==> src/rtl/seq_mod_pkg.sv <==
// Shared definitions for the sequential modulo engine.
//   state_t : FSM state encoding (IDLE/CALC/ZERO/DONE)
//   OP_MOD  : ALU opcode that selects this engine, shared with the op decoder
package seq_mod_pkg;

    typedef enum logic [1:0] {
        IDLE = 2'd0,
        CALC = 2'd1,
        ZERO = 2'd2,
        DONE = 2'd3
    } state_t;

    localparam logic [2:0] OP_MOD = 3'b111;

endpackage

==> src/rtl/seq_mod_unit_if.sv <==
// Request/response bundle between the ALU decoder and the modulo engine.
//   master : drives start, a, b; observes ready, busy, done, result, div_zero
//   slave  : the engine side
interface seq_mod_unit_if #(
    parameter int WIDTH = 32
);
    logic             start;
    logic [WIDTH-1:0] a;
    logic [WIDTH-1:0] b;
    logic             ready;
    logic             busy;
    logic             done;
    logic [WIDTH-1:0] result;
    logic             div_zero;

    modport master (
        output start, a, b,
        input  ready, busy, done, result, div_zero
    );

    modport slave (
        input  start, a, b,
        output ready, busy, done, result, div_zero
    );
endinterface

==> src/rtl/seq_mod_unit_mod_step.sv <==
// One restoring shift-subtract step of the modulo iteration.
//   rem     : current partial remainder (WIDTH+1 bits)
//   dvd_msb : next dividend bit shifted into the remainder
//   b       : divisor
//   rem_nxt : partial remainder after the conditional subtract
module mod_step #(
    parameter int WIDTH = 32
) (
    input  logic [WIDTH:0]   rem,
    input  logic             dvd_msb,
    input  logic [WIDTH-1:0] b,
    output logic [WIDTH:0]   rem_nxt
);
    logic [WIDTH:0] shifted;
    logic [WIDTH:0] b_ext;

    always_comb begin
        // rem < b always holds between steps, so the shifted value stays
        // below 2*b and fits in WIDTH+1 bits even for b >= 2^(WIDTH-1).
        shifted = (rem << 1) | {{WIDTH{1'b0}}, dvd_msb};
        b_ext   = {1'b0, b};
        rem_nxt = (shifted >= b_ext) ? (shifted - b_ext) : shifted;
    end
endmodule

==> src/rtl/seq_mod_unit.sv <==
// Sequential unsigned a mod b engine, one dividend bit per cycle.
//   clk     : system clock
//   reset_n : asynchronous active-low reset
//   bus     : slave side of seq_mod_unit_if (start/a/b in; ready, busy,
//             done, result, div_zero out)
// Normal path: WIDTH CALC cycles, done pulses in cycle WIDTH+1 after accept.
// b==0 path:   one ZERO cycle, done pulses in cycle 2 with result=a.
module seq_mod_unit
    import seq_mod_pkg::*;
#(
    parameter int WIDTH = 32,
    parameter int CNT_W = 6
) (
    input  logic           clk,
    input  logic           reset_n,
    seq_mod_unit_if.slave  bus
);
    state_t           state;
    logic [WIDTH:0]   rem;
    logic [WIDTH-1:0] dvd;
    logic [WIDTH-1:0] div_b;
    logic [CNT_W-1:0] cnt;
    logic [WIDTH:0]   rem_nxt;

    logic             ready_q;
    logic             busy_q;
    logic             done_q;
    logic [WIDTH-1:0] result_q;
    logic             div_zero_q;

    mod_step #(.WIDTH(WIDTH)) u_step (
        .rem     (rem),
        .dvd_msb (dvd[WIDTH-1]),
        .b       (div_b),
        .rem_nxt (rem_nxt)
    );

    always_ff @(posedge clk or negedge reset_n) begin
        if (!reset_n) begin
            state      <= IDLE;
            rem        <= '0;
            dvd        <= '0;
            div_b      <= '0;
            cnt        <= '0;
            ready_q    <= 1'b1;
            busy_q     <= 1'b0;
            done_q     <= 1'b0;
            result_q   <= '0;
            div_zero_q <= 1'b0;
        end else begin
            case (state)
                // DONE accepts start exactly like IDLE for back-to-back ops.
                IDLE, DONE: begin
                    done_q <= 1'b0;
                    if (bus.start) begin
                        // a is kept in dvd on the ZERO path too; it becomes
                        // the result there.
                        dvd     <= bus.a;
                        div_b   <= bus.b;
                        rem     <= '0;
                        cnt     <= '0;
                        ready_q <= 1'b0;
                        busy_q  <= 1'b1;
                        state   <= (bus.b != '0) ? CALC : ZERO;
                    end else begin
                        ready_q <= 1'b1;
                        busy_q  <= 1'b0;
                        state   <= IDLE;
                    end
                end
                CALC: begin
                    rem <= rem_nxt;
                    dvd <= dvd << 1;
                    cnt <= cnt + 1'b1;
                    if (cnt == CNT_W'(WIDTH - 1)) begin
                        result_q   <= rem_nxt[WIDTH-1:0];
                        div_zero_q <= 1'b0;
                        done_q     <= 1'b1;
                        ready_q    <= 1'b1;
                        busy_q     <= 1'b0;
                        state      <= DONE;
                    end
                end
                ZERO: begin
                    result_q   <= dvd;
                    div_zero_q <= 1'b1;
                    done_q     <= 1'b1;
                    ready_q    <= 1'b1;
                    busy_q     <= 1'b0;
                    state      <= DONE;
                end
                default: state <= IDLE;
            endcase
        end
    end

    assign bus.ready    = ready_q;
    assign bus.busy     = busy_q;
    assign bus.done     = done_q;
    assign bus.result   = result_q;
    assign bus.div_zero = div_zero_q;
endmodule
==> src/flat_wrapper.sv <==
// flat-port wrapper written by rule: the top's interface ports become plain ports
module seq_mod_unit_flat import seq_mod_pkg::*;
#(
    parameter int WIDTH = 32,
    parameter int CNT_W = 6
)
  (clk, reset_n, bus_start, bus_a, bus_b, bus_ready, bus_busy, bus_done, bus_result, bus_div_zero);
  seq_mod_unit_if #(.WIDTH(WIDTH)) bus_i ();
  input  logic clk;
  input  logic reset_n;
  input wire logic [$bits(bus_i.start)-1:0] bus_start;
  input wire logic [$bits(bus_i.a)-1:0] bus_a;
  input wire logic [$bits(bus_i.b)-1:0] bus_b;
  output wire logic [$bits(bus_i.ready)-1:0] bus_ready;
  output wire logic [$bits(bus_i.busy)-1:0] bus_busy;
  output wire logic [$bits(bus_i.done)-1:0] bus_done;
  output wire logic [$bits(bus_i.result)-1:0] bus_result;
  output wire logic [$bits(bus_i.div_zero)-1:0] bus_div_zero;
  assign bus_i.start = bus_start;
  assign bus_i.a = bus_a;
  assign bus_i.b = bus_b;
  assign bus_ready = bus_i.ready;
  assign bus_busy = bus_i.busy;
  assign bus_done = bus_i.done;
  assign bus_result = bus_i.result;
  assign bus_div_zero = bus_i.div_zero;
  seq_mod_unit #(.WIDTH(WIDTH), .CNT_W(CNT_W)) u_core (.clk(clk), .reset_n(reset_n), .bus(bus_i));
endmodule
==> config.mk <==
export PLATFORM = sky130hd
export DESIGN_NAME = seq_mod_unit_flat
export DESIGN_NICKNAME = d
export VERILOG_FILES = /design/src/rtl/seq_mod_pkg.sv /design/src/rtl/seq_mod_unit_if.sv /design/src/rtl/seq_mod_unit_mod_step.sv /design/src/rtl/seq_mod_unit.sv /design/src/flat_wrapper.sv
export SDC_FILE = /design/constraint.sdc
export NUM_CORES = 1
export LEC_CHECK = 0
export CORE_AREA = 4 4 148 107
export DETAILED_ROUTE_END_ITERATION = 6
export DIE_AREA = 0 0 152 111
export PLACE_DENSITY = 0.88
export SLEW_MARGIN = 20
export SYNTH_ARGS = -nofsm -noshare
export SYNTH_HDL_FRONTEND = slang
export SYNTH_HIERARCHICAL = 1
export SYNTH_SLANG_ARGS = --single-unit
==> constraint.sdc <==
create_clock -name clk -period 5.8 [get_ports clk]
set_clock_uncertainty 0.15 [all_clocks]
set_input_delay 1.16 -clock clk [delete_from_list [all_inputs] [get_ports clk]]
set_output_delay 1.16 -clock clk [all_outputs]
set_load 0.01 [all_outputs]
## After elaboration in Yosys (flattened, before gate mapping)

Cells that the tools add are included.
Widths: inputs -> output; s select.

| word-level totals | value |
|---|---|
| output and inout port bits | 36 |
| register bits after elaboration | 140 |
| input bits | 67 |

| operators by class | value |
|---|---|
| add/sub/neg operators | 2 |
| order comparisons | 1 |
| mux-type cells | 21 |
| bitwise operators | 1 |
| equality and inequality tests | 6 |
| reduce and logical (&&, ||, !) cells | 8 |

Operator list:

| kind | count |
|---|---|
| $pmux 32 s2 | 3 |
| $mux 32 | 4 |
| $ge 33x32->1 | 1 |
| $or 33x1->33 | 1 |
| $reduce_bool 32->1 | 1 |
| $sub 32x32->32 | 1 |
| $pmux 6 s2 | 1 |
| $pmux 1 s3 | 3 |
| $add 6x1->6 const B | 1 |
| $eq 6x5->1 const B | 1 |
| $mux 2 | 3 |
| $mux 6 | 1 |
| $pmux 2 s3 | 1 |
| $reduce_and 2->1 | 3 |
| $eq 2x2->1 const B | 2 |
| $mux 1 | 4 |
| $reduce_bool 2->1 | 2 |
| $eq 2x1->1 const B | 1 |
| $logic_not 2->1 | 1 |
| $ne 2x1->1 const B | 1 |
| $ne 2x2->1 const B | 1 |
| $pmux 1 s2 | 1 |
| $reduce_or 2->1 | 1 |

## Depth between registers and ports, before layout

| depth | value |
|---|---|
| depth in word-level cells | 5 |
| depth in mapped cells | 15 |
| mapped depth without buffers | 15 |

## Hierarchy

The synthesis kept the hierarchy.

By module, submodules not included:

| module | cells an instance | area each (um2) | instances |
|---|---|---|---|
| seq_mod_unit | 559 | 6125.9 | 1 |
| mod_step | 331 | 2521.2 | 1 |

## Least setup slack after synthesis

Ideal clock, no wire load.

| timing | value |
|---|---|
| kind | reg2reg |
| start point | register u_core.dvd[31] |
| end point | register u_core.result_q[26] (netlist: u_core/bus.result[26]) |
| stages on the path, launching flop included | 16 |
| setup slack | 2737 ps |
| arrival | 2792 ps |
| setup time | 121 ps |
| path through | dfrtp_1 inv_1 ha_1 inv_1 fa_1 a21o_1 nand3_1 a21oi_1 o21ai_1 a221oi_1 o41ai_2 o21ai_0 xor2_1 mux2_4 mux2i_1 o21ai_1 |

| on the way | value |
|---|---|
| longest elaborated chain between the ends | 5 |

Ends and longest elaborated chain:

| element | RTL line | text |
|---|---|---|
| start: declaration | seq_mod_unit.sv:20 | `logic [WIDTH-1:0] dvd;` |
| start signal: assignment | seq_mod_unit.sv:58 | `dvd <= bus.a;` |
| start signal: assignment | seq_mod_unit.sv:73 | `dvd <= dvd << 1;` |
| $or 33x1->33 * | seq_mod_unit_mod_step.sv:20 | `shifted = (rem << 1) \| {{WIDTH{1'b0}}, dvd_msb};` |
| $sub 32x32->32 / $ge 33x32->1 (equally long branches) | seq_mod_unit_mod_step.sv:22 | `rem_nxt = (shifted >= b_ext) ? (shifted - b_ext) : shifted;` |
| $mux 32 * | seq_mod_unit_mod_step.sv:22 |  |
| net u_core.rem_nxt[26] | seq_mod_unit.sv:23 | `logic [WIDTH:0] rem_nxt;` |
| $mux 32 * | seq_mod_unit.sv:75 | `if (cnt == CNT_W'(WIDTH - 1)) begin` |
| $pmux 32 s2 * | seq_mod_unit.sv:51 | `case (state)` |
| end signal: assignment | seq_mod_unit.sv:76 | `result_q <= rem_nxt[WIDTH-1:0];` |
| end signal: assignment | seq_mod_unit.sv:85 | `result_q <= dvd;` |
| end: declaration | seq_mod_unit.sv:28 | `logic [WIDTH-1:0] result_q;` |

The timed path passes the listed nets; every way through them passes the cells marked *. The select of a mux whose other input is x is not followed.
A chain may end at the register's enable or synchronous reset.

## Worst setup path in the final report

| timing | value |
|---|---|
| start point | register u_core.div_b[7] |
| end point | register u_core.result_q[1] (netlist: u_core/bus.result[1]) |

| on the way | value |
|---|---|
| longest elaborated chain between the ends | 4 |

Ends and longest elaborated chain:

| element | RTL line | text |
|---|---|---|
| start: declaration | seq_mod_unit.sv:21 | `logic [WIDTH-1:0] div_b;` |
| start signal: assignment | seq_mod_unit.sv:59 | `div_b <= bus.b;` |
| $ge 33x32->1 | seq_mod_unit_mod_step.sv:22 |  |
| $mux 32 | seq_mod_unit_mod_step.sv:22 |  |
| net u_core.rem_nxt[1] | seq_mod_unit.sv:23 |  |
| $mux 32 | seq_mod_unit.sv:75 |  |
| $pmux 32 s2 | seq_mod_unit.sv:51 |  |

The timed path passes the listed nets, and every way through them passes these cells. The select of a mux whose other input is x is not followed.

==> flow_metrics.py <==
metrics = {
    "critical_path": {
        "cp-start-kind": "flip-flop",
        "critPathCaptureType": "flip-flop",
        "crit_chain": "inv_1, ha_1, nand2_1, nor2_1, nand4_1, o211ai_4, o21ai_2, nand4_2, a31oi_4, o41ai_4, buf_4, mux2_2, mux2i_1, o21ai_0",
        "crit_buf_inv": 2,
        "cp_data_arrival_time_ns": 3.85,
        "crit_type": "flip-flop to flip-flop",
        "crit_family": "compound AO/OA/AOI/OAI gates",
        "crit_required_ns": 5.91,
        "crit_fanout": 32,
        "cpPeakStageDelay_ns": 0.53,
        "slowest_stage": "buf_4",
    },
    "run": {
        "max-cap-violations": 0,
    },
    "floorplanning": {
        "die_area_mm2": 0.0169,
        "die_width_um": 152,
        "die_h_um": 111,
        "coreArea_mm2": 0.0144,
        "num_rows": 37,
        "num_io_pins": 103,
        "initial_core_util_pct": 59.3,
    },
    "sta": {
        "hold_violations": 0,
        "post-route-min-period_ns": 3.74,
        "fin_crit_sh_pct": 64.5,
        "hold_ws_ns": 0.332,
        "fin_ws_ns": 2.06,
        "rsz0062_at_grt": "false",
        "setup_viol": 0,
        "report.final.slew_viol_count": 0,
        "worst_pin_slew_ns": 1.14,
        "fin_tns_setup_ns": 0,
        "maxSlewHeadroom_pct": 24.3,
        "max_freq_mhz": 267,
    },
    "cells_and_area": {
        "final_common_cell": "nand2_1",
        "antenna_cells": 0,
        "multiInputGateArea_mm2": 0.00454,
        "final-seq-area_mm2": 0.00350,
        "stdcell_area_mm2": 0.0101,
        "n_fill_cell": 1079,
        "final_cells": 1162,
        "drive_above_1_share_pct": 12.4,
        "nets": 1057,
        "most-common-layout-cells": "152 x nand2_1, 139 x dfrtp_1, 101 x clkdlybuf4s50_1",
        "area_growth_pct": 17.7,
    },
    "synthesis": {
        "yosys_warnings": 6,
        "syn_inst": 879,
        "avgSynthCellArea_um2": 9.75,
        "syn-cell-area_mm2": 0.00857,
        "syn_nets": 982,
    },
    "global_routing": {
        "grt.total_usage_pct": 23.5,
        "grt_pass1_wl_mm": 32.7,
        "use_met1_pct": 33.5,
        "grt_max_degree": 137,
        "gr-total-overflow": 0,
        "grt.busiest_layer": "met2",
        "grt_pass1_vias": 6531,
        "use_met2_pct": 36.2,
        "antenna_found_initial": 0,
        "gr-usage-met3_pct": 5.50,
    },
    "route": {
        "first_pass_iters": 5,
        "viasPerCell": 5.75,
        "wl_mm": 19.9,
        "drt_iter0_markers": 426,
        "detail_route.wl_per_cell_um": 17.2,
        "vias": 6682,
        "drtAntennaViolNets": 0,
        "drc_errors": 0,
    },
    "cts": {
        "cts_setup_buffers": 0,
        "clock_sinks": 140,
        "h-tree-depth": 4,
        "clock_latency_ns": 0.42,
        "post_cts_resized": 0,
        "cts_max_path_buffers": 2,
        "cts.reportedPaths.clkPinSlew_ns": 0.06,
        "cts_made_buffers": 17,
        "ctsHoldBuffers": 0,
        "cts_tree": "built",
        "root_buffer": "clkbuf_16",
    },
    "placement": {
        "gp_congestion": 0.928,
        "dp.cells": 1130,
        "post-place-ws_ns": 2.22,
        "place_hpwl_mm": 13.8,
        "io_buffers": 102,
        "postPlaceCellArea_mm2": 0.00951,
    },
    "status": {
        "status": "completed",
    },
    "power_and_ir_drop": {
        "power.density_mw_per_mm2": 459,
        "power.leakage_nw": 4.38,
        "vdd_drop_max_mv": 0.867,
    },
    "hold_path": {
        "hold_class": "flip-flop to flip-flop",
    },
}
## stage by stage
stage	power [W]	utilization, %
floorplan	0.00309	-
detailed placement	0.00355	65.9
global route	0.00492	69.9
CTS	0.00463	69.8
finish	0.00463	69.9
global placement	0.00347	65.8
## tightest hold or removal path, cell delays in order (launching register included)
cell and delay, ns:
dfrtp_1 0.34, nand2_1 0.05, o21ai_1 0.06
## cell type report
type | instances | area share (%)
multi-input combinational | 643 | 45.0
sequential | 140 | 34.7
timing repair buffer | 107 | 10.5
clock buffer | 20 | 4.53
tap | 195 | 2.42
inverter | 45 | 1.67
clock inverter | 12 | 1.15
## flip-flops by register name (all words and copies together), names as in the netlist
name	cells
u_core/bus.busy	1
u_core/bus.div_zero	1
u_core/bus.done	1
u_core/bus.ready	1
u_core/bus.result	32
u_core/cnt	6
u_core/div_b	32
u_core/dvd	32
u_core/rem	32
u_core/state	2
## metal layers
layer / wire length (um) / vias up
li1: - / 3224
met1: 9450 / 3212
met2: 8920 / 220
met3: 1260 / 26
met4: 313 / 0
met5: 0 / -
## path summary, 6_finish.rpt
| path | startpoint | to | slack (ns) | cells after the start |
|---|---|---|---|---|
| worst max-delay path | u_core/div_b[7]$_DFFE_PN0P_ | u_core/bus.result[1]$_DFFE_PN0P_ | 2.06 | 14 |
| worst min-delay path | u_core/bus.result[15]$_DFFE_PN0P_ | u_core/bus.result[15]$_DFFE_PN0P_ | 0.33 | 2 |
| worst max register to register | u_core/div_b[7]$_DFFE_PN0P_ | u_core/bus.result[1]$_DFFE_PN0P_ | 2.06 | 14 |
| worst min register to register | u_core/bus.result[15]$_DFFE_PN0P_ | u_core/bus.result[15]$_DFFE_PN0P_ | 0.33 | 2 |
| max in group asynchronous | reset_n | u_core/dvd[2]$_DFFE_PN0P_ | 3.70 | 2 |
| min in group asynchronous | reset_n | u_core/bus.result[21]$_DFFE_PN0P_ | 0.67 | 1 |
## report_power, final
part	total (W)	leakage, nW	internal, W	switching (W)
Clock	0.00106	0.277	0.000616	0.000443
Combinational	0.00204	2.29	0.000865	0.00118
Sequential	0.00153	1.81	0.00131	0.000217
(Power assumes the default switching activity.)
